[src/rtl/mem_stage_if.sv]
`default_nettype none
// ============================================================================
//  Module   : mem_stage_if
//  Purpose  : Data-memory request/acknowledge bus between the MEM stage and
//             the data memory.
//  Signals  : dmem_req    request, held high until dmem_ack
//             dmem_we     1 = store, 0 = load
//             dmem_addr   word-aligned byte address
//             dmem_be     byte enables
//             dmem_wdata  lane-replicated store data
//             dmem_ack    access complete, dmem_rdata valid in the same cycle
//             dmem_rdata  load word
//  Modports : master (MEM stage), slave (data memory)
//  Revision : 1.0  initial release
// ============================================================================
interface mem_stage_if;
  logic        dmem_req;
  logic        dmem_we;
  logic [31:0] dmem_addr;
  logic [3:0]  dmem_be;
  logic [31:0] dmem_wdata;
  logic        dmem_ack;
  logic [31:0] dmem_rdata;

  modport master (
    output dmem_req, dmem_we, dmem_addr, dmem_be, dmem_wdata,
    input  dmem_ack, dmem_rdata
  );

  modport slave (
    input  dmem_req, dmem_we, dmem_addr, dmem_be, dmem_wdata,
    output dmem_ack, dmem_rdata
  );
endinterface
`default_nettype wire

[src/rtl/mem_stage.sv]
`default_nettype none
// ============================================================================
//  Module   : mem_stage
//  Purpose  : MEM stage of a 5-stage RV32I pipeline. Performs LOAD/STORE over
//             a req/ack data bus, stalls upstream while an access is pending
//             and registers the write-back bundle. Other instructions pass
//             through with one cycle of latency.
//  Params   : TIMEOUT  cycles to wait for dmem_ack before a bus error
//                      (0 = wait forever)
//  Ports    : clk, rst                  clock, synchronous active-high reset
//             valid_i, alu_out_i,
//             opcode_i, funct3_i,
//             rd_i, rs2_data_i          EX/MEM register contents
//             stall_o                   combinational upstream hold
//             dmem                      data-memory bus (master side)
//             wb_valid, wb_we, wb_rd,
//             wb_data, exc_code         registered write-back bundle
//  Revision : 1.0  initial release
// ============================================================================
module mem_stage #(
  parameter int TIMEOUT = 16
) (
  input  logic        clk,
  input  logic        rst,
  input  logic        valid_i,
  input  logic [31:0] alu_out_i,
  input  logic [6:0]  opcode_i,
  input  logic [2:0]  funct3_i,
  input  logic [4:0]  rd_i,
  input  logic [31:0] rs2_data_i,
  output logic        stall_o,
  mem_stage_if.master dmem,
  output logic        wb_valid,
  output logic        wb_we,
  output logic [4:0]  wb_rd,
  output logic [31:0] wb_data,
  output logic [1:0]  exc_code
);

  localparam int CW = (TIMEOUT > 2) ? $clog2(TIMEOUT) : 1;

  localparam logic [0:0] S_IDLE   = 1'b0;
  localparam logic [0:0] S_ACCESS = 1'b1;

  localparam logic [6:0] OPC_LOAD  = 7'b0000011;
  localparam logic [6:0] OPC_STORE = 7'b0100011;

  logic [0:0]    r_state;
  logic [CW-1:0] r_cnt;
  logic [4:0]    r_rd;
  logic [2:0]    r_f3;
  logic [1:0]    r_off;
  logic          r_load;

  logic        w_is_load, w_is_store, w_f3_legal, w_aligned, w_go, w_writes;
  logic [3:0]  w_be;
  logic [31:0] w_wdata;
  logic [31:0] w_load_data;
  logic [7:0]  w_byte;
  logic [15:0] w_half;

  // Decode of the instruction currently presented by EX/MEM.
  always_comb begin
    w_is_load  = (opcode_i == OPC_LOAD);
    w_is_store = (opcode_i == OPC_STORE);
    if (w_is_load)
      w_f3_legal = (funct3_i == 3'b000) || (funct3_i == 3'b001) || (funct3_i == 3'b010) ||
                   (funct3_i == 3'b100) || (funct3_i == 3'b101);
    else
      w_f3_legal = (funct3_i == 3'b000) || (funct3_i == 3'b001) || (funct3_i == 3'b010);

    w_aligned = 1'b1;
    w_be      = 4'b1111;
    w_wdata   = rs2_data_i;
    case (funct3_i[1:0])
      2'b00: begin
        w_be    = 4'b0001 << alu_out_i[1:0];
        w_wdata = {4{rs2_data_i[7:0]}};
      end
      2'b01: begin
        w_aligned = ~alu_out_i[0];
        w_be      = alu_out_i[1] ? 4'b1100 : 4'b0011;
        w_wdata   = {2{rs2_data_i[15:0]}};
      end
      2'b10: w_aligned = (alu_out_i[1:0] == 2'b00);
      default: ;
    endcase

    w_go = valid_i & (w_is_load | w_is_store) & w_f3_legal & w_aligned;

    w_writes = (opcode_i == 7'b0110011) || (opcode_i == 7'b0010011) ||
               (opcode_i == 7'b0110111) || (opcode_i == 7'b0010111) ||
               (opcode_i == 7'b1101111) || (opcode_i == 7'b1100111);
  end

  // Lane select and extension of the returned load word, using the funct3 and
  // byte offset captured when the access was launched.
  always_comb begin
    w_byte = dmem.dmem_rdata[8*r_off +: 8];
    w_half = r_off[1] ? dmem.dmem_rdata[31:16] : dmem.dmem_rdata[15:0];
    case (r_f3)
      3'b000:  w_load_data = {{24{w_byte[7]}}, w_byte};
      3'b001:  w_load_data = {{16{w_half[15]}}, w_half};
      3'b100:  w_load_data = {24'b0, w_byte};
      3'b101:  w_load_data = {16'b0, w_half};
      default: w_load_data = dmem.dmem_rdata;
    endcase
  end

  // Low in the ack cycle so the next instruction is accepted right after.
  assign stall_o = ((r_state == S_IDLE) & w_go) | ((r_state == S_ACCESS) & ~dmem.dmem_ack);

  always_ff @(posedge clk) begin
    if (rst) begin
      r_state         <= S_IDLE;
      r_cnt           <= '0;
      r_rd            <= '0;
      r_f3            <= '0;
      r_off           <= '0;
      r_load          <= 1'b0;
      dmem.dmem_req   <= 1'b0;
      dmem.dmem_we    <= 1'b0;
      dmem.dmem_addr  <= '0;
      dmem.dmem_be    <= '0;
      dmem.dmem_wdata <= '0;
      wb_valid        <= 1'b0;
      wb_we           <= 1'b0;
      wb_rd           <= '0;
      wb_data         <= '0;
      exc_code        <= '0;
    end else begin
      wb_valid <= 1'b0;
      case (r_state)
        S_IDLE: begin
          if (valid_i) begin
            if (w_go) begin
              dmem.dmem_req   <= 1'b1;
              dmem.dmem_we    <= w_is_store;
              dmem.dmem_addr  <= {alu_out_i[31:2], 2'b00};
              dmem.dmem_be    <= w_be;
              dmem.dmem_wdata <= w_wdata;
              r_rd            <= rd_i;
              r_f3            <= funct3_i;
              r_off           <= alu_out_i[1:0];
              r_load          <= w_is_load;
              r_cnt           <= '0;
              r_state         <= S_ACCESS;
            end else begin
              wb_valid <= 1'b1;
              wb_rd    <= rd_i;
              wb_data  <= alu_out_i;
              if (w_is_load | w_is_store) begin
                // Memory op rejected before reaching the bus.
                wb_we    <= 1'b0;
                exc_code <= w_f3_legal ? 2'b01 : 2'b11;
              end else begin
                wb_we    <= w_writes & (rd_i != 5'd0);
                exc_code <= 2'b00;
              end
            end
          end
        end
        S_ACCESS: begin
          if (dmem.dmem_ack) begin
            dmem.dmem_req <= 1'b0;
            wb_valid      <= 1'b1;
            wb_rd         <= r_rd;
            wb_we         <= r_load & (r_rd != 5'd0);
            exc_code      <= 2'b00;
            if (r_load)
              wb_data <= w_load_data;
            r_state <= S_IDLE;
          end else if ((TIMEOUT != 0) && (r_cnt == CW'(TIMEOUT - 1))) begin
            dmem.dmem_req <= 1'b0;
            wb_valid      <= 1'b1;
            wb_rd         <= r_rd;
            wb_we         <= 1'b0;
            exc_code      <= 2'b10;
            r_state       <= S_IDLE;
          end else begin
            r_cnt <= r_cnt + 1'b1;
          end
        end
        default: r_state <= S_IDLE;
      endcase
    end
  end

endmodule
`default_nettype wire

[src/flat_wrapper.sv]
// flat-port wrapper written by rule: the top's interface ports become plain ports
module mem_stage_flat 
#(
  parameter int TIMEOUT = 16
)
  (clk, rst, valid_i, alu_out_i, opcode_i, funct3_i, rd_i, rs2_data_i, stall_o, wb_valid, wb_we, wb_rd, wb_data, exc_code, dmem_dmem_req, dmem_dmem_we, dmem_dmem_addr, dmem_dmem_be, dmem_dmem_wdata, dmem_dmem_ack, dmem_dmem_rdata);
  mem_stage_if dmem_i ();
  input  logic clk;
  input  logic rst;
  input  logic valid_i;
  input  logic [31:0] alu_out_i;
  input  logic [6:0] opcode_i;
  input  logic [2:0] funct3_i;
  input  logic [4:0] rd_i;
  input  logic [31:0] rs2_data_i;
  output logic stall_o;
  output logic wb_valid;
  output logic wb_we;
  output logic [4:0] wb_rd;
  output logic [31:0] wb_data;
  output logic [1:0] exc_code;
  output wire logic [$bits(dmem_i.dmem_req)-1:0] dmem_dmem_req;
  output wire logic [$bits(dmem_i.dmem_we)-1:0] dmem_dmem_we;
  output wire logic [$bits(dmem_i.dmem_addr)-1:0] dmem_dmem_addr;
  output wire logic [$bits(dmem_i.dmem_be)-1:0] dmem_dmem_be;
  output wire logic [$bits(dmem_i.dmem_wdata)-1:0] dmem_dmem_wdata;
  input wire logic [$bits(dmem_i.dmem_ack)-1:0] dmem_dmem_ack;
  input wire logic [$bits(dmem_i.dmem_rdata)-1:0] dmem_dmem_rdata;
  assign dmem_dmem_req = dmem_i.dmem_req;
  assign dmem_dmem_we = dmem_i.dmem_we;
  assign dmem_dmem_addr = dmem_i.dmem_addr;
  assign dmem_dmem_be = dmem_i.dmem_be;
  assign dmem_dmem_wdata = dmem_i.dmem_wdata;
  assign dmem_i.dmem_ack = dmem_dmem_ack;
  assign dmem_i.dmem_rdata = dmem_dmem_rdata;
  mem_stage #(.TIMEOUT(TIMEOUT)) u_core (.clk(clk), .rst(rst), .valid_i(valid_i), .alu_out_i(alu_out_i), .opcode_i(opcode_i), .funct3_i(funct3_i), .rd_i(rd_i), .rs2_data_i(rs2_data_i), .stall_o(stall_o), .dmem(dmem_i), .wb_valid(wb_valid), .wb_we(wb_we), .wb_rd(wb_rd), .wb_data(wb_data), .exc_code(exc_code));
endmodule
[config.mk]
export PLATFORM = sky130hd
export DESIGN_NAME = mem_stage_flat
export DESIGN_NICKNAME = d
export VERILOG_FILES = /design/src/rtl/mem_stage_if.sv /design/src/rtl/mem_stage.sv /design/src/flat_wrapper.sv
export SDC_FILE = /design/constraint.sdc
export NUM_CORES = 1
export LEC_CHECK = 0
export ABC_AREA = 1
export BUFFER_PORTS_ARGS = -buffer_cell sky130_fd_sc_hd__buf_2
export CAP_MARGIN = 10
export CORE_ASPECT_RATIO = 1.4
export CORE_MARGIN = 2
export CORE_UTILIZATION = 50
export DETAILED_ROUTE_END_ITERATION = 8
export GPL_TIMING_DRIVEN = 0
export PLACE_DENSITY = 0.81
export SLEW_MARGIN = 0
export SYNTH_ARGS = -nofsm -noshare
export SYNTH_HDL_FRONTEND = slang
export SYNTH_SLANG_ARGS = --single-unit
[constraint.sdc]
create_clock -name clk -period 8 [get_ports clk]
set_input_delay 2.4 -clock clk [delete_from_list [all_inputs] [get_ports clk]]
set_output_delay 2.4 -clock clk [all_outputs]
set_load 0.05 [all_outputs]
======== Word-level counts from Yosys, hierarchy flattened ========
Index checks and enable logic that the tools add are counted.
storage, ports and cells
  bits of input ports ..................... 115
  register bits ........................... 125
cells by class
  reductions and logical operators ........ 20
  equal/unequal tests ..................... 26
  muxes and demuxes ....................... 49
  bitwise gates (word level) .............. 12
  shift operators ......................... 2
  add/sub/neg operators ................... 1
operators by type and width
  cell                                                             number
  32-bit 2-to-1 mux                                                4
  32-bit case mux with 2 select lines                              2
  32-bit case mux with 4 select lines                              1
  32-bit by 6-bit indexed part select with 8-bit output            1
  7-bit by 6-bit == test with 1-bit output, second input constant  3
  4-bit 2-to-1 mux                                                 5
  5-bit 2-to-1 mux                                                 4
  1-bit 2-to-1 mux                                                 17
  16-bit 2-to-1 mux                                                1
  4-bit case mux with 2 select lines                               2
  7-bit by 5-bit == test with 1-bit output, second input constant  2
  7-bit == test, second input constant                             2
  3-bit == test, second input constant                             4
  2-bit 2-to-1 mux                                                 6
  2-bit != test, second input constant                             6
  1-bit case mux with 2 select lines                               5
  5-bit case mux with 2 select lines                               1
  5-bit nonzero test                                               2
  1-bit logical OR                                                 9
  3-bit AND reduction                                              3
  4-bit AND reduction                                              2
  1-bit AND                                                        7
  7-bit by 2-bit == test with 1-bit output, second input constant  1
  3-bit by 1-bit == test with 1-bit output, second input constant  2
  13 further kinds                                                 18

======== Longest topological paths before layout ========
  word-level depth ........................ 11
  gate-level depth with buffers ........... 12
  depth with buffers taken out ............ 11

======== Worst setup path after synthesis ========
No wires, ideal clock.
  kind .................................... input to output
  start point ............................. in funct3_i[0]
  end point ............................... out stall_o
  setup slack ............................. 1.744 ns
  required time ........................... 5.600 ns
  stages on the path ...................... 10
  arrival time ............................ 3.856 ns
  buffers on the path ..................... 2
  cells stage by stage .................... inv_1 -> ha_1 -> inv_2 -> nand2_4 -> nand3_2 -> nand2_4 -> nand3_4 -> buf_4 -> buf_4 -> nand2_1
on the way
  cells in the longest elaborated chain, start to end .. 10
  elaborated cells on any way between the ends .. 17
  those cells by class .................... eq/ne (6); mux (2); bitwise (4); reduce/logical (5)
ends and longest elaborated chain
  item                                                                         line                              source
  start: declaration                                                           flat_wrapper.sv:13                input logic [2:0] funct3_i;
  3-bit by 1-bit == test with 1-bit output or 3-bit zero test (tied branches)  mem_stage.sv:67, mem_stage.sv:70
  1-bit logical OR (2 in a row)                                                mem_stage.sv:67, mem_stage.sv:70
  1-bit logical OR                                                             mem_stage.sv:67                   w_f3_legal = (funct3_i == 3'b000) || (funct3_i == 3'b001) || (funct3_i == 3'b010) ||
  1-bit logical OR                                                             mem_stage.sv:68                   (funct3_i == 3'b100) || (funct3_i == 3'b101);
  1-bit 2-to-1 mux                                                             mem_stage.sv:66                   if (w_is_load)
  1-bit AND                                                                    mem_stage.sv:89                   w_go = valid_i & (w_is_load | w_is_store) & w_f3_legal & w_aligned;
  1-bit AND (*)                                                                mem_stage.sv:89
  1-bit AND (*)                                                                mem_stage.sv:111                  assign stall_o = ((r_state == S_IDLE) & w_go) | ((r_state == S_ACCESS) & ~dmem.dmem_ack);
  1-bit bitwise OR (*)                                                         mem_stage.sv:111
  end: declaration                                                             flat_wrapper.sv:16                output logic stall_o;
Every way passes the cells marked *; elsewhere a longest branch is shown, timed or not.

======== Final worst setup path ========
Ends and elaborated chain as after synthesis.

==> impl_metrics.json <==
{
  "rrSetupSlack_ps": 5960,
  "timing.final.crit_period_ps": 6600,
  "hold_depth": 2,
  "num-nets-final": 1431,
  "die_height_um": 140,
  "grt_setup_unrepaired": "false",
  "number_of_antenna_violations_at_the_first_check_in_global_routing": 1,
  "cts.repair.resized": 0,
  "floorplan.initialDensity": 0.513,
  "fin_worst_skew_ps": 8.12,
  "critPathBufInv": 6,
  "run_status": "finished, final reports clean",
  "hp-start": "u_core.dmem.dmem_req",
  "critical_path_cell_by_cell": "buf_2 > inv_1 > ha_1 > inv_2 > nand2_4 > nand3_2 > nand2_4 > nand3_4 > buf_4 > buf_4 > nand2_1 > buf_2",
  "drive_gt1_frac": 0.238,
  "yosysWarningCount": 0,
  "clk_pin_slew_ps": 60,
  "worstReg2RegStart": "u_core.r_f3[0]",
  "gp_congestion": 0.960,
  "hold_violations": 0,
  "finalSetupTns_ps": 0,
  "worst_slew_pin_slew_ps": 635,
  "synth.lib_cells_used.distinct": 29,
  "vias": 7724,
  "drv_slew": 0,
  "min_period_over_period": 0.825,
  "flip_flop_and_latch_count_after_synthesis": 125,
  "grt_overflow_total": 0,
  "ant_nets": 0,
  "proportion_of_synthesized_area_in_mux_cells": 0,
  "synth_seq_area_share": 0.379,
  "cp_data_required_time_ps": 5600,
  "chipWidth_um": 101,
  "tritoncts_clock_tree": "done",
  "critical_path.max_fanout": 10,
  "drv_cap": 0,
  "cellPowerDensity_nw_per_um2": 192,
  "critical_path.top_delay_family": "buffers and inverters",
  "cts_inserted_buffers": 17,
  "synth_async_sr_flop_share": 0,
  "yosysTopAreaCell": "dfxtp_1",
  "yosys-top-cells-area": "dfxtp_1, nand2_1, a21oi_1",
  "drtPass1Iterations": 6,
  "row_count": 49,
  "syn_avg_cell_area_um2": 6.18,
  "maximum_clock_frequency_mhz": 151,
  "floorplan.core_area_um2": 12900,
  "post_synthesis_instance_area_um2": 6610,
  "cts.root.buffer_cell": "clkbuf_16",
  "timing.setup.critical_path_class": "in -> out",
  "cts.hold.buffers_added": 0,
  "synth.most_common_cell": "nand2_1",
  "groute.usage.overall": 0.323,
  "max-slew-margin-rel": 0.577,
  "fp.dieArea_um2": 14200,
  "power.leakage_nw": 4.30,
  "synth_largest_type_area_fraction": 0.379,
  "synth_ff_type": "dfxtp_1",
  "wirelength_um": 23300,
  "whs_endpoint": "u_core.dmem.dmem_req",
  "worst-endpoint-arrival_ps": 4200,
  "hpwlAfterDp_um": 17800,
  "setup.worst_path.end_class": "primary output",
  "post-cts-setup-buffers": 0,
  "synth.cells.most_frequent": "nand2_1, a21oi_1, dfxtp_1",
  "main_combinational_cell_family_by_area_after_synthesis": "simple AND/OR/NAND/NOR gates",
  "wire_per_inst_um": 15.7,
  "cts.path.max_buffers": 2,
  "drc_errors": 0,
  "cts.htree.levels": 4,
  "boundaryPins": 227,
  "setup.worst_path.start_class": "input port",
  "synth_xor_area_frac": 0.00133,
  "synth_enable_flop_cells": 0,
  "insertion_delay_ps": 420,
  "grt_pass1_wl_um": 35600,
  "yosys.area_share.adder": 0.00757,
  "synth_compound_gate_area_share": 0.142,
  "critPathMaxStageDelay_ps": 300,
  "synthesis.instances": 1069,
  "largest_net_degree_at_the_start_of_global_routing": 17,
  "synth_simple_gate_area_frac": 0.356,
  "fin_total_pwr_w": 0.00164,
  "via_per_inst": 5.22,
  "setup_viol": 0,
  "drtIter0Drc": 484,
  "first_global_vias": 7233,
  "cpMaxStageDelayCell": "ha_1",
  "worst_hold_path_type": "reg -> reg",
  "layout_area_growth_over_synthesis_pct": 28.8,
  "portBuffers": 223,
  "cts.sink_count": 125,
  "worstSetupStartpoint": "funct3_i[0]",
  "timing.rr.end": "u_core.wb_data[29]",
  "worst-r2r-cell-count": 9,
  "worst_ir_drop_on_vdd_uv": 124
}
==> worst min-delay path, delay by kind of cell, from the launching register on <==
family	cells	cell delay, ps
compound gates	1	50
flops	1	300
buf+inv	1	40
==> cell usage in the layout, fill, tap and decap left out, types with 16 or more instances in the layout <==
cell type and instances:
buf_2 240, or2_2 16, inv_1 109, clkbuf_1 35, nand2_1 387, clkbuf_16 17, nor2_1 81, o21ai_0 47
dfxtp_1 125, nand3_1 70, a21oi_1 127
==> registers in the layout, summed over array words and instances (netlist names) <==
signal	cells
u_core.dmem.dmem_addr	30
u_core.dmem.dmem_be	4
u_core.dmem.dmem_req	1
u_core.dmem.dmem_wdata	32
u_core.dmem.dmem_we	1
u_core.exc_code	2
u_core.r_cnt	4
u_core.r_f3	3
u_core.r_load	1
u_core.r_off	2
u_core.r_rd	5
u_core.r_state	1
u_core.wb_data	32
u_core.wb_rd	5
u_core.wb_valid	1
u_core.wb_we	1
==> layout make-up <==
cell class / instances / area (um^2)
Antenna cell: 1 / 2.50
Buffer: 66 / 314
Clock buffer: 17 / 425
Clock inverter: 15 / 163
Fill cell: 1209 / 4370
Inverter: 118 / 443
Multi-Input combinational cell: 761 / 3350
Sequential cell: 125 / 2500
Tap cell: 153 / 191
Timing Repair Buffer: 223 / 1120
==> logic make-up after synthesis <==
kind of cell / count (synthesis)
AND/OR/NAND/NOR: 571
flip-flops: 125
XOR/XNOR: 1
other: 1
buffers and inverters: 184
adder cells (fa/ha/maj): 4
AO/OA/AOI/OAI: 183
==> worst max path at each step <==
stage	to	slack, ps	cells after the start
after floorplan	stall_o	1740	10
after global placement	stall_o	1410	12
after detailed placement	stall_o	1410	12
after CTS	stall_o	1410	12
after global routing	stall_o	1250	12
final	stall_o	1400	12
==> power by group <==
part | internal, W | total [W] | leakage (nW) | switching [W]
Combinational | 0.0000655 | 0.000220 | 3.00 | 0.000155
Sequential | 0.000637 | 0.000644 | 1.02 | 0.00000660
Clock | 0.000462 | 0.000772 | 0.280 | 0.000310
==> stage by stage <==
| stage | setup slack [ps] | cells | hold slack [ps] | util | area (um^2) |
|---|---|---|---|---|---|
| global placement | 1410 | 1446 | 435 | 0.615 | 7920 |
| finish | 1400 | 1479 | 447 | 0.661 | 8510 |
| floorplan | 1740 | 1070 | 444 | - | 6610 |
| global route | 1250 | 1479 | 467 | 0.661 | 8510 |
| CTS | 1410 | 1478 | 449 | 0.661 | 8510 |
| detailed placement | 1410 | 1446 | 440 | 0.615 | 7920 |
==> layer usage <==
layer,global-route usage,wire [um],up-vias
met5,0,0,-
met4,0.181,1200,0
met3,0.0739,1810,89
met2,0.562,11800,395
met1,0.353,8500,3425
li1,-,-,3815
Power figures use the tool's default switching activity.
